==> src/rtl/keystream_gen.sv <==
// keystream_gen: 16-bit Galois LFSR keystream bytes over valid/ready; ports clk, rst_n, ena, seed_byte/seed_valid (lo then hi), ks_byte/ks_valid/ks_ready, byte_count
module keystream_gen #(
  parameter int LFSR_W = 16,
  parameter logic [LFSR_W-1:0] TAPS = 16'hB400,
  parameter logic [LFSR_W-1:0] DEFAULT_SEED = 16'hACE1
) (
  input  logic       clk,
  input  logic       rst_n,
  input  logic       ena,
  input  logic [7:0] seed_byte,
  input  logic       seed_valid,
  output logic [7:0] ks_byte,
  output logic       ks_valid,
  input  logic       ks_ready,
  output logic [7:0] byte_count
);
  typedef enum logic [1:0] {FILL, READY, SEED_HI} state_t;
  state_t state, state_n;
  logic [LFSR_W-1:0] lfsr, lfsr_n, lfsr_step, seed;
  logic [2:0] cnt, cnt_n;
  logic [7:0] ks_n, bc_n, seed_lo, seed_lo_n;
  logic b;
  always_ff @(posedge clk)
    if (!rst_n) begin
      state <= FILL;
      lfsr <= DEFAULT_SEED;
      cnt <= '0;
      ks_byte <= '0;
      byte_count <= '0;
      seed_lo <= '0;
    end else if (ena) begin
      state <= state_n;
      lfsr <= lfsr_n;
      cnt <= cnt_n;
      ks_byte <= ks_n;
      byte_count <= bc_n;
      seed_lo <= seed_lo_n;
    end
  always_comb begin
    b = lfsr[0];
    lfsr_step = (lfsr >> 1) ^ (b ? TAPS : '0);
    seed = {seed_byte, seed_lo};
    state_n = state;
    lfsr_n = lfsr;
    cnt_n = cnt;
    ks_n = ks_byte;
    bc_n = byte_count;
    seed_lo_n = seed_lo;
    if (state == SEED_HI) begin
      if (seed_valid) begin
        state_n = FILL;
        lfsr_n = (seed == '0) ? DEFAULT_SEED : seed;
        cnt_n = '0;
        bc_n = '0;
      end
    end else if (seed_valid) begin
      seed_lo_n = seed_byte;
      state_n = SEED_HI;
    end else if (state == FILL) begin
      lfsr_n = lfsr_step;
      ks_n = {ks_byte[6:0], b};
      cnt_n = cnt + 3'd1;
      state_n = (cnt == 3'd7) ? READY : FILL;
    end else if (ks_ready) begin
      bc_n = byte_count + 8'd1;
      cnt_n = '0;
      state_n = FILL;
    end
  end
  always_comb ks_valid = (state == READY);
endmodule

==> config.mk <==
export PLATFORM = sky130hd
export DESIGN_NAME = keystream_gen
export DESIGN_NICKNAME = d
export VERILOG_FILES = /design/src/rtl/keystream_gen.sv
export SDC_FILE = /design/constraint.sdc
export NUM_CORES = 1
export LEC_CHECK = 0
export CAP_MARGIN = 15
export CORE_ASPECT_RATIO = 1.25
export CORE_MARGIN = 3
export CORE_UTILIZATION = 50
export CTS_CLUSTER_SIZE = 12
export DETAILED_ROUTE_END_ITERATION = 8
export PLACE_DENSITY_LB_ADDON = 0.08
export RECOVER_POWER = 50
export SYNTH_ARGS = -nofsm -noshare
export SYNTH_HDL_FRONTEND = slang
export SYNTH_SLANG_ARGS = --single-unit
==> constraint.sdc <==
create_clock -name clk -period 1.6 [get_ports clk]
set_input_delay 0.32 -clock clk [delete_from_list [all_inputs] [get_ports clk]]
set_output_delay 0.32 -clock clk [all_outputs]
set_load 0.01 [all_outputs]
==> results.md <==
- Critical path class: reg2out
- Synth unique cells: 41
- Register area share after synthesis: 44.1%
- FP Rows: 25
- DR iter-0 viols: 94
- CP peak stage delay: 0.55 ns
- CTS tree: built
- Final-report max-slew violation count: 0
- Clock transition at path regs: 0.08 ns
- Worst-path cell chain: clkdlybuf4s50_1
- Drt wl/cell: 13.1 microns
- Pwr dens: 831 nW/um^2
- Leak Pwr: 0.00106 uW
- VDD IR max: 0.780 mV
- Antenna diodes: 0
- H-tree levels: 2
- Post-synthesis cell area: 2040 sq um
- Most frequent cells in the layout: 53 x nand2_1, 40 x dfxtp_1, 30 x buf_4, 27 x clkdlybuf4s50_1
- Post-DP HPWL: 3410 microns
- Longest Clk Path Bufs: 2
- Largest net degree at the start of global routing: 27
- Die ar.: 4890 sq um
- RSZ-0062 raised after global routing: false
- Dpl cells: 343
- Drc violations: 0
- ANT nets after route: 0
- Skew-Pair Late Insertion Delay: 0.29 ns
- Fmax: 646 MHz
- Crit-path max FO: 6
- Crit path time final: 1.55 ns
- Slowest cell on crit path: clkdlybuf4s50_1
- Mapped Nets: 255
- Final setup viols: 0
- Final std cells w/o fill: 352
- Nets: 313
- Area grow syn2layout: 31.7%
- Design Area, Final: 2690 sq um
- Flops & latches, synth: 45
- Critical path buffer and inverter count: 1
- Initial Util: 53.1%
- Critical path launch point type: flip-flop
- Core area: 3850 sq um
- # IOs: 30
- First-pass iteration count of the detailed router: 4
- Die H: 77.5 microns
- Synth Area per Inst: 8.54 sq um
- Final wirelength: 4610 microns
- Vias per cell: 5.35
- # clock sinks: 45
- Fin crit share: 96.7%
- CTS Buf Count: 5
- Syn. warnings: 0
- Width of the die: 63.2 microns
- CTS Hold Buffers Added: 0
- Setup TNS: 0 ns
- Mapped Cells: 239
- Critical Path AT: 1.23 ns
- Vias in the first global route: 1753
- GP Congestion: 0.853
- Placed Area: 2610 sq um
- Slew HR: 75.3%
- GRT Overall Usage: 20.5%
- Synth Flop Type: dfxtp_1
- Antenna violations before repair: 0
- FFs w/ async S/R, synth: 0%
- Via count: 1883
- Share of cells above drive strength 1: 16.4%
- Crit end category: output pin
- Worst Hold Class: reg2reg
- Slew @ Worst Pin: 0.368 ns
- Top delay family on crit path: buffers and inverters
- Status: finished, final reports clean
- CTS Root Cell: clkbuf_8
- Post-synth EDFFs: 0
- Worst Skew: 0.00437 ns
- Port Buffers: 29
- Fin. Hold Viols: 0
- Required @ worst endpoint: 1.28 ns
- Commonest non-fill, non-tap cell in the layout: nand2_1
- Grt ovf: 0
- Maxcap violations: 0
- Hold_ws: 0.463 ns
- First-pass GRT wire length: 7940 microns
-- where the power goes --
group,switching (uW),internal (uW),leakage [uW]
clock,366,311,0.0000395
sequential,42.1,1170,0.000370
combinational,167,176,0.000646
-- per-layer routing --
layer  track usage, %  wire (microns)  vias to the layer above
met5                0               0                        -
li1                 -               -                      968
met4             9.05              93                        0
met1             23.6            2000                      869
met2             35.3            2350                       39
met3             5.50             166                        7
-- path summary, 6_finish.rpt --
| check | startpoint | end | slack, ns | cells after the start |
|---|---|---|---|---|
| max | byte_count[3] | byte_count[3] | 0.05 | 1 |
| min | ks_byte[4] | ks_byte[5] | 0.46 | 2 |
| max reg2reg | state[1] | byte_count[4] | 0.22 | 4 |
| min reg2reg | ks_byte[4] | ks_byte[5] | 0.46 | 2 |
-- repair_timing --
action                     4_1_cts  5_1_grt
pin swaps                        0        1
resized for setup                4        3
setup buffers                    0        1
setup endpoints to repair        3       23
-- flip-flops by register name, summed over array words and instances (netlist names) --
register    count
seed_lo         8
lfsr           16
byte_count      8
state           2
ks_byte         8
cnt             3
-- cell families after synthesis --
kind of cell	synth area share, %
xor gates and xnor gates	3.37
adders and majority gates	1.84
muxes	1.47
AOI/OAI and AO/OA	20.4
DFF	44.1
buffers and inverters	4.35
and+or+nand+nor	24.4
-- synth_stat cells, types with 3 or more instances --
cell,count,area share [%]
a21boi_0,12,4.4
a21oi_1,8,2.0
a311oi_1,7,3.0
buf_2,5,1.2
buf_6,3,1.7
clkbuf_1,6,1.1
dfxtp_1,45,44
ha_1,3,1.8
mux2i_1,3,1.5
nand2_1,53,9.7
nand3_1,12,2.9
nor2_1,13,2.4
nor2b_1,3,0.92
nor4_1,4,1.2
o21ai_0,12,2.9
o221ai_1,8,3.4
or3_1,4,1.2
xor2_1,5,2.1
-- cell type report --
type	instances	area, sq um
sequential	45	907
tap	54	67.6
timing repair buffer	65	581
fill	333	1160
multi-input combinational	178	1050
clock buffer	8	80.1
inverter	2	7.51
-- per-stage QoR --
step / power [uW] / utilization, % / setup slack [ns]
2_1_floorplan: 1430 / - / 0.265
3_3_place_gp: 1580 / 67.7 / -0.237
3_5_place_dp: 1580 / 67.7 / -0.287
4_1_cts: 2260 / 69.9 / 0.0174
5_1_grt: 2350 / 69.9 / 0.00260
6_report: 2240 / 69.9 / 0.0522
No activity file was read; power rests on OpenSTA's default activity.
